<file path="src/rtl/mem_ctrl_pkg.sv">
// Shared types and constants for the data-memory access sequencer.
// State encoding, default bus widths and read-latency counter sizing.
package mem_ctrl_pkg;

  typedef enum logic [1:0] {
    ST_IDLE  = 2'd0,
    ST_READ  = 2'd1,
    ST_WRITE = 2'd2,
    ST_DONE  = 2'd3
  } mem_state_e;

  localparam int ADDR_W_DEF = 16;
  localparam int DATA_W_DEF = 8;
  localparam int RD_LAT_MAX = 15;
  localparam int LAT_CNT_W  = $clog2(RD_LAT_MAX + 1);

endpackage

</file>
<file path="src/rtl/mem_lat_cnt.sv">
// Load/decrement dwell counter with a zero flag; times the READ state.
// A load takes priority over a decrement; decrementing stops at zero.
module mem_lat_cnt
  import mem_ctrl_pkg::*;
(
  input  logic                 clk,
  input  logic                 rst_n,
  input  logic                 load,
  input  logic [LAT_CNT_W-1:0] load_val,
  input  logic                 dec,
  output logic [LAT_CNT_W-1:0] cnt,
  output logic                 zero
);

  always_ff @(posedge clk or negedge rst_n) begin
    if (!rst_n) begin
      cnt <= '0;
    end else if (load) begin
      cnt <= load_val;
    end else if (dec && (cnt != '0)) begin
      cnt <= cnt - 1'b1;
    end
  end

  assign zero = (cnt == '0);

endmodule

</file>
<file path="src/rtl/mem_access_ctrl.sv">
// Data-memory access sequencer between AR/MBR and the image RAM; optional address
// bounds check enabled by defining MEM_BOUNDS_CHECK_EN.
module mem_access_ctrl
  import mem_ctrl_pkg::*;
#(
  parameter int ADDR_W    = ADDR_W_DEF,
  parameter int DATA_W    = DATA_W_DEF,
  parameter int RD_LAT    = 2,
  parameter int MEM_DEPTH = 16384
) (
  input  logic              clk,
  input  logic              rst_n,
  input  logic [ADDR_W-1:0] ar_addr,
  input  logic [DATA_W-1:0] mbr_wdata,
  input  logic              mem_read,
  input  logic              mem_write,
  output logic              mem_busy,
  output logic              mem_done,
  output logic              mbr_load,
  output logic [DATA_W-1:0] mbr_rdata,
  output logic [ADDR_W-1:0] ram_addr,
  output logic              ram_en,
  output logic              ram_we,
  output logic [DATA_W-1:0] ram_wdata,
  input  logic [DATA_W-1:0] ram_rdata,
  output logic              mem_err
);

  // Counter starts at RD_LAT-1 so the READ state lasts exactly RD_LAT cycles.
  localparam logic [LAT_CNT_W-1:0] LAT_LOAD = LAT_CNT_W'(RD_LAT - 1);

  mem_state_e           state, next_state;
  logic                 req;
  logic                 req_oob;
  logic                 accept;
  logic                 is_rd_q;
  logic                 cnt_load;
  logic                 cnt_dec;
  logic                 cnt_zero;
  logic [LAT_CNT_W-1:0] cnt_val;

  assign req    = mem_read | mem_write;
  assign accept = (state == ST_IDLE) && req;

`ifdef MEM_BOUNDS_CHECK_EN
  localparam logic [ADDR_W:0] DEPTH_L = (ADDR_W + 1)'(MEM_DEPTH);
  logic err_q;

  assign req_oob = ({1'b0, ar_addr} >= DEPTH_L);

  always_ff @(posedge clk or negedge rst_n) begin
    if (!rst_n) begin
      err_q <= 1'b0;
    end else if (accept) begin
      err_q <= req_oob;
    end
  end
`else
  localparam int unused_mem_depth = MEM_DEPTH;
  assign req_oob = 1'b0;
`endif

  mem_lat_cnt u_lat_cnt (
    .clk      (clk),
    .rst_n    (rst_n),
    .load     (cnt_load),
    .load_val (LAT_LOAD),
    .dec      (cnt_dec),
    .cnt      (cnt_val),
    .zero     (cnt_zero)
  );

  always_ff @(posedge clk or negedge rst_n) begin
    if (!rst_n) begin
      state <= ST_IDLE;
    end else begin
      state <= next_state;
    end
  end

  // RAM strobes decode straight from state so a reset drops them immediately.
  always_comb begin
    next_state = state;
    cnt_load   = 1'b0;
    cnt_dec    = 1'b0;
    mem_busy   = 1'b1;
    mem_done   = 1'b0;
    mbr_load   = 1'b0;
    ram_en     = 1'b0;
    ram_we     = 1'b0;
    mem_err    = 1'b0;
    unique case (state)
      ST_IDLE: begin
        mem_busy = 1'b0;
        if (req) begin
          if (req_oob) begin
            next_state = ST_DONE;
          end else if (mem_write) begin
            next_state = ST_WRITE;
          end else begin
            next_state = ST_READ;
            cnt_load   = 1'b1;
          end
        end
      end
      ST_READ: begin
        ram_en = 1'b1;
        if (cnt_zero) begin
          next_state = ST_DONE;
        end else begin
          cnt_dec = 1'b1;
        end
      end
      ST_WRITE: begin
        ram_en     = 1'b1;
        ram_we     = 1'b1;
        next_state = ST_DONE;
      end
      ST_DONE: begin
        mem_done   = 1'b1;
        next_state = ST_IDLE;
`ifdef MEM_BOUNDS_CHECK_EN
        mem_err  = err_q;
        mbr_load = is_rd_q & ~err_q;
`else
        mbr_load = is_rd_q;
`endif
      end
      default: begin
        next_state = ST_IDLE;
      end
    endcase
  end

  // Latched request copies; the AR/MBR buses are free to move once accepted.
  always_ff @(posedge clk or negedge rst_n) begin
    if (!rst_n) begin
      ram_addr  <= '0;
      ram_wdata <= '0;
      mbr_rdata <= '0;
      is_rd_q   <= 1'b0;
    end else begin
      if (accept) begin
        is_rd_q <= ~mem_write;
        if (!req_oob) begin
          ram_addr <= ar_addr;
          if (mem_write) begin
            ram_wdata <= mbr_wdata;
          end
        end
      end
      if ((state == ST_READ) && cnt_zero) begin
        mbr_rdata <= ram_rdata;
      end
    end
  end

endmodule

</file>
<file path="config.mk">
export PLATFORM = sky130hd
export DESIGN_NAME = mem_access_ctrl
export DESIGN_NICKNAME = d
export VERILOG_FILES = /design/src/rtl/mem_ctrl_pkg.sv /design/src/rtl/mem_lat_cnt.sv /design/src/rtl/mem_access_ctrl.sv
export SDC_FILE = /design/constraint.sdc
export NUM_CORES = 1
export LEC_CHECK = 0
export BUFFER_PORTS_ARGS = -buffer_cell sky130_fd_sc_hd__buf_2
export CAP_MARGIN = 25
export CORE_MARGIN = 2
export CORE_UTILIZATION = 30
export CTS_CLUSTER_DIAMETER = 100
export DETAILED_ROUTE_END_ITERATION = 8
export PLACE_DENSITY = 0.64
export SYNTH_ARGS = -nofsm -noshare
export SYNTH_HDL_FRONTEND = slang
export SYNTH_SLANG_ARGS = --single-unit
</file>
<file path="constraint.sdc">
create_clock -name clk -period 4.5 [get_ports clk]
set_clock_uncertainty 0.05 [all_clocks]
set_input_delay 0.675 -clock clk [delete_from_list [all_inputs] [get_ports clk]]
set_output_delay 0.675 -clock clk [all_outputs]
set_load 0.005 [all_outputs]
</file>
==> flow_summary.json, run 1 <==
{
  "status": "complete, no violations",
  "final_layout_size_suffix_gt1_share_pct": 60.8,
  "netlist_area_um2": 1670,
  "clock_path_buffers": 2,
  "final.min_clock_period_ns": 1.95,
  "routed.top_layer": "met4",
  "critPathMaxFanout": 5,
  "die_w_um": 78.7,
  "vias_per_cell": 4.35,
  "end_kind": "output pin",
  "synth_cell_types": 27,
  "antenna_found_initial": 0,
  "p_leak_nw": 1.11,
  "cts_root_buf": "clkbuf_8",
  "setup_viol_count_final": 0,
  "cts_tree": "built",
  "grt_max_degree": 40,
  "criticalPathCategory": "register to output pin",
  "dr.pass1.iters": 4,
  "stdcell_count": 266,
  "r2r_setup_slack_ns": 2.66,
  "ir_drop_mv": 0.337,
  "crit_start": "state[0]$_DFFE_PN0P_",
  "finish.net_count": 236,
  "power_density_nw_per_um2": 673,
  "wl_per_cell_um": 12.0,
  "worstMarginPinSlew_ns": 0.838,
  "cts_buffers": 5,
  "wl_met1_mm": 1.27,
  "clkLatencyLatePin_ns": 0.29,
  "dpl.cell_count": 258,
  "track_usage_pct": 10.8,
  "synth-seq-area-share_pct": 58.3,
  "fp.dieH_um": 78.7,
  "h-tree-depth": 2,
  "dr.first_iter.drc_count": 59,
  "rr_startpoint": "u_lat_cnt.cnt[0]$_DFFE_PN0P_",
  "gr-total-overflow": 0,
  "wl_mm": 3.19,
  "critPathBufInv": 3,
  "synthToLayoutAreaGrowth_pct": 31.5,
  "ys_top_cells_by_area": "dfrtp_1, mux2_2, ha_1",
  "wl_met3_um": 266,
  "min_period_over_period_pct": 43.4,
  "reg2reg_to": "state[0]$_DFFE_PN0P_",
  "dp_hpwl_mm": 2.42,
  "rows": 27,
  "arrival_ns": 1.23,
  "grt_first_pass_wirelength_mm": 5.19,
  "multi_input_area_um2": 648,
  "start_kind": "register",
  "max_freq_mhz": 512,
  "final_antenna_net_count": 0,
  "final_util_pct": 40.5,
  "rsz0062_at_grt": "no",
  "initial_core_util_pct": 30.8,
  "antenna_cells": 0,
  "crit_family": "flip-flops",
  "postPlaceCellArea_um2": 2100,
  "synthCells": 118,
  "crit_chain": "inv_1 > ha_1 > inv_1 > buf_2",
  "clk_pin_slew_ns": 0.07,
  "nFillCells": 521,
  "holdBufCountCts": 0,
  "met2_length_mm": 1.59,
  "port-buffer-count": 72,
  "io_pins": 74,
  "synth-seq-cells": 39,
  "drcViolationCount": 0,
  "critPathSlowestCell": "dfrtp_1",
  "critPathMaxStageDelay_ns": 0.41,
  "final_area_um2": 2200,
  "hp-class": "primary input to asynchronous set/reset pin",
  "tns_ns": 0,
  "ctsResizeCount": 0,
  "core_um2": 5440,
  "final-max-slew-violation-count": 0,
  "cts_setup_buffers": 0,
  "hold_viol_final": 0,
  "relSlewSlack_pct": 44.1,
  "yosys.area.top_type": "dfrtp_1",
  "cts.sinks": 39,
  "crit_top_cell": "inv_1",
  "vias": 1158,
  "grt_pass1_vias": 1197,
  "synthesis.nets": 161,
  "synth_top_area_share_pct": 58.3,
  "gp_congestion": 0.708,
  "synth_area_per_cell_um2": 14.2,
  "worstPathRequired_ns": 3.77,
  "yosys_warnings": 0,
  "ff_latch_area_um2": 976,
  "die_area_um2": 6190,
  "cap_viol_max_count": 0,
  "r2r_cells": 5
}
layout make-up:
cell class	count	share of cell area [%]
clock buffers	8	4.55
multi-input cells	68	29.4
repair buffers	72	16.4
well taps	72	4.09
inverters	7	1.19
flip-flops and latches	39	44.3
how the worst max path moves through the flow:
stage | slack [ns] | endpoint | cells past startpoint
final | 2.55 | mem_busy | 4
after global routing | 2.45 | mem_busy | 4
after CTS | 2.52 | mem_busy | 4
after detailed placement | 2.42 | ram_addr[10]$_DFFE_PN0P_ | 3
after global placement | 2.42 | ram_addr[14]$_DFFE_PN0P_ | 3
after floorplan | 2.78 | state[0]$_DFFE_PN0P_ | 5
power by group:
| group | internal, mW | switching [mW] |
|---|---|---|
| clock | 0.140 | 0.113 |
| sequential | 0.526 | 0.0908 |
| combinational | 0.354 | 0.259 |
| total | 1.02 | 0.462 |
Yosys cell counts (all sizes together):
cell	instances
mux2	34
nor2	3
nand2b	1
a311oi	1
nor4b	1
and4bb	1
inv	7
or3b	1
and3b	1
a211oi	1
mux2i	1
and2	1
a21oi	3
buf	3
a211o	1
dfrtp	39
nand2	5
a21o	1
a31oi	1
o21ai	2
clkbuf	1
conb	1
ha	7
nor3b	1
sequential cells by signal, indices dropped and copies added, names as in the netlist:
register	flops
is_rd_q	1
u_lat_cnt.cnt	4
mbr_rdata	8
ram_wdata	8
state	2
ram_addr	16
per-layer routing:
| metal | track usage (%) | vias to the layer above |
|---|---|---|
| met5 | 0 | - |
| met4 | 4.74 | 0 |
| met3 | 5.11 | 7 |
| met2 | 18.1 | 40 |
| met1 | 11.6 | 557 |
| li1 | - | 554 |
worst register-to-register path: cells and delay by family (launching register included):
kind | cells | cell delay [ns]
muxes | 1 | 0.34
AOI/OAI and AO/OA | 1 | 0.18
DFF | 1 | 0.40
adders and majority gates | 1 | 0.22
buffers and inverters | 1 | 0.11
and+or+nand+nor | 1 | 0.43
cells in the final DEF (no fill, tap or decap):
cell,n
a211o_2,1
a211oi_1,1
a21o_1,1
a21oi_1,2
a21oi_2,1
a311oi_1,1
a31oi_1,1
and2_1,1
and3b_1,1
and4bb_2,1
buf_2,72
clkbuf_1,1
clkbuf_8,7
conb_1,1
dfrtp_1,39
ha_1,7
inv_1,7
mux2_2,34
mux2i_1,1
nand2_1,5
nand2b_1,1
nor2_1,3
nor3b_1,1
nor4b_1,1
o21ai_0,1
o21ai_2,1
or3b_4,1
stage by stage:
step                power, mW  hold slack [ns]  worst slack, ns
floorplan               0.996            0.329             2.78
finish                   1.48            0.440             2.55
global route             1.60            0.465             2.45
CTS                      1.51            0.449             2.52
detailed placement       1.25            0.432             2.42
global placement         1.23            0.418             2.42
kinds of logic after synthesis:
logic type | synth area share [%]
compound gates | 4.34
fa+ha+maj | 5.23
buf+inv | 2.99
flops | 58.3
mux | 23.5
other cells | 0.224
simple gates | 5.46
(Power assumes the default switching activity.)
==> run 2, diff against run 1 <==
- ABC_AREA: not set -> 1
- PLACE_DENSITY: 0.64 -> 0.65
- clock period: 4.5 -> 1.69 ns (I/O delays scaled with it)
==> run 2 against run 1 <==
Effect of this change: setup slack lost 2.4 ns; cell count increased by 25%; non-clock buffer count increased by 2; largest cell class unchanged; synthesized cell count is 55% higher.
==> flow_summary.json, run 2 <==
{
  "final.min_clock_period_ns": 1.59,
  "cts_tree": "built",
  "io_pins": 74,
  "clk_pin_slew_ns": 0.08,
  "hold_viol_final": 0,
  "hp-class": "primary input to register",
  "max_freq_mhz": 629,
  "drcViolationCount": 0,
  "synthToLayoutAreaGrowth_pct": 30.6,
  "ir_drop_mv": 0.675,
  "power_density_nw_per_um2": 1780,
  "arrival_ns": 1.29,
  "end_kind": "output pin",
  "crit_start": "state[0]$_DFFE_PN0P_",
  "initial_core_util_pct": 31.6,
  "final_layout_size_suffix_gt1_share_pct": 40.6,
  "tns_ns": 0,
  "grt_first_pass_wirelength_mm": 6.15,
  "largest-register": "ram_addr",
  "dp_hpwl_mm": 2.81,
  "criticalPathCategory": "register to output pin",
  "start_kind": "register",
  "yosys_most_used_dff": "dfrtp_1",
  "cts.sinks": 39,
  "largest_reg_flops": 16,
  "synth_area_per_cell_um2": 9.69,
  "hold_slack_ns": 0.102,
  "final-max-slew-violation-count": 0,
  "setup_viol_count_final": 0,
  "clock_path_buffers": 2,
  "synthesis.nets": 226,
  "dr.pass1.iters": 4,
  "min_from": "ar_addr[14]",
  "postSynth.asyncResetShare_pct": 100,
  "final_common_cell": "nand2_1",
  "gp_congestion": 0.734,
  "synth_top_area_share_pct": 55.0,
  "final_antenna_net_count": 0,
  "die_w_um": 80.9,
  "wl_per_cell_um": 11.1,
  "cap_viol_max_count": 0,
  "yosys.area.top_type": "dfrtp_1",
  "port-buffer-count": 72,
  "netlist_area_um2": 1770,
  "grt_pass1_vias": 1357,
  "h-tree-depth": 2,
  "grt_max_degree": 23,
  "min_period_over_period_pct": 94.1,
  "largest_registers": "ram_addr x16, mbr_rdata x8, ram_wdata x8",
  "core_um2": 5610,
  "cts_setup_buffers": 0,
  "clkLatencyLatePin_ns": 0.29,
  "synth_edf_count": 0,
  "wl_mm": 3.71,
  "ys_top_cells_by_area": "dfrtp_1, nand2_1, mux2_2",
  "synth-seq-area-share_pct": 55.0,
  "synth-seq-cells": 39,
  "gr-total-overflow": 0,
  "rows": 27,
  "dr.first_iter.drc_count": 30,
  "synthCells": 183,
  "fp.dieH_um": 80.9,
  "status": "complete, no violations",
  "yosys_warnings": 0,
  "track_usage_pct": 12.3,
  "cts_buffers": 5,
  "synth_cell_types": 24,
  "critPathMaxFanout": 4,
  "vias": 1406,
  "finish.net_count": 303,
  "cts_root_buf": "clkbuf_8",
  "die_area_um2": 6540,
  "antenna_found_initial": 0,
  "yosysMostFrequentCell": "nand2_1",
  "mostFrequentLayoutCells": "nand2_1, buf_2, dfrtp_1",
  "rsz0062_at_grt": "no",
  "worstPathRequired_ns": 1.39,
  "p_leak_nw": 1.31,
  "vias_per_cell": 4.22,
  "synthTopCellsByCount": "nand2_1, dfrtp_1, inv_1, mux2_2, o21ai_2",
  "rr_startpoint": "state[1]$_DFFE_PN0P_",
  "antenna_cells": 0
}
==> run 2: changes by cell type after synthesis, moves of 2 or more <==
cell,change
nand2_2,+2
o21ai_2,+7
o211ai_1,+2
nand2_1,+68
nand2_4,+2
nand3_1,+6
mux2_2,-26
a21oi_1,-2
buf_6,+2
inv_1,+11
==> run 2: through the flow <==
step / power [mW] / std cells / setup slack (ns) / utilization (%) / cell area, µm²
after global routing: 4.53 / 333 / 0.00868 / 41.3 / 2320
after CTS: 4.17 / 333 / 0.0366 / 41.1 / 2310
after floorplan: 2.82 / 183 / 0.318 / - / 1770
final: 4.12 / 333 / 0.0993 / 41.3 / 2320
after detailed placement: 3.52 / 324 / 0.165 / 39.4 / 2210
after global placement: 3.46 / 324 / 0.236 / 39.4 / 2210
==> run 2: where the power goes <==
group	switching, mW	internal (mW)	leakage (nW)
logic	0.988	0.851	0.792
clock network	0.325	0.288	0.0412
registers	0.267	1.40	0.474
==> run 2: final timing paths <==
| path | endpoint | slack, ns | cells after the start |
|---|---|---|---|
| setup / recovery | mem_busy | 0.1 | 4 |
| hold / removal | ram_addr[14]$_DFFE_PN0P_ | 0.10 | 3 |
| setup reg to reg | u_lat_cnt.cnt[1]$_DFFE_PN0P_ | 0.21 | 7 |
| hold reg to reg | ram_addr[0]$_DFFE_PN0P_ | 0.43 | 2 |
| max in group asynchronous | ram_addr[12]$_DFFE_PN0P_ | 0.74 | 3 |
| min in group asynchronous | mbr_rdata[2]$_DFFE_PN0P_ | 0.38 | 2 |
==> run 2: layout make-up <==
class | count | area, µm²
clock buffer | 6 | 72.6
clock inverter | 2 | 12.5
fill | 590 | 3290
inverter | 20 | 77.6
multi-input combinational | 120 | 697
sequential | 39 | 976
tap | 72 | 90.1
timing repair buffer | 74 | 390
==> run 2: repair_timing <==
| item | CTS | global route |
|---|---|---|
| resized for setup | 1 | 1 |
| setup endpoints to repair | 1 | 1 |
| pin swaps | 0 | 0 |
| hold endpoints to repair | 17 | 0 |
| hold buffers | 1 | 0 |
==> run 2: critical path, stage by stage, from the launching register on <==
cell and delay [ns]:
dfrtp_1 0.42, inv_1 0.16, ha_4 0.20, inv_1 0.09, buf_2 0.13
==> run 2: cell families after synthesis <==
group,count (synthesis),share of synthesized area [%]
AO/OA/AOI/OAI,14,6.14
XOR/XNOR,1,0.494
adder cells (fa/ha/maj),7,4.94
buffers and inverters,24,6.35
flip-flops,39,55.0
multiplexers,8,5.08
other,1,0.212
AND/OR/NAND/NOR,89,21.7
==> run 2: per-layer routing <==
layer / global-route usage [%] / wire length, µm / vias up
li1: - / - / 718
met5: 0 / 0 / -
met3: 3.67 / 228 / 4
met1: 15.7 / 1700 / 631
met2: 20.1 / 1740 / 53
met4: 3.56 / 36 / 0
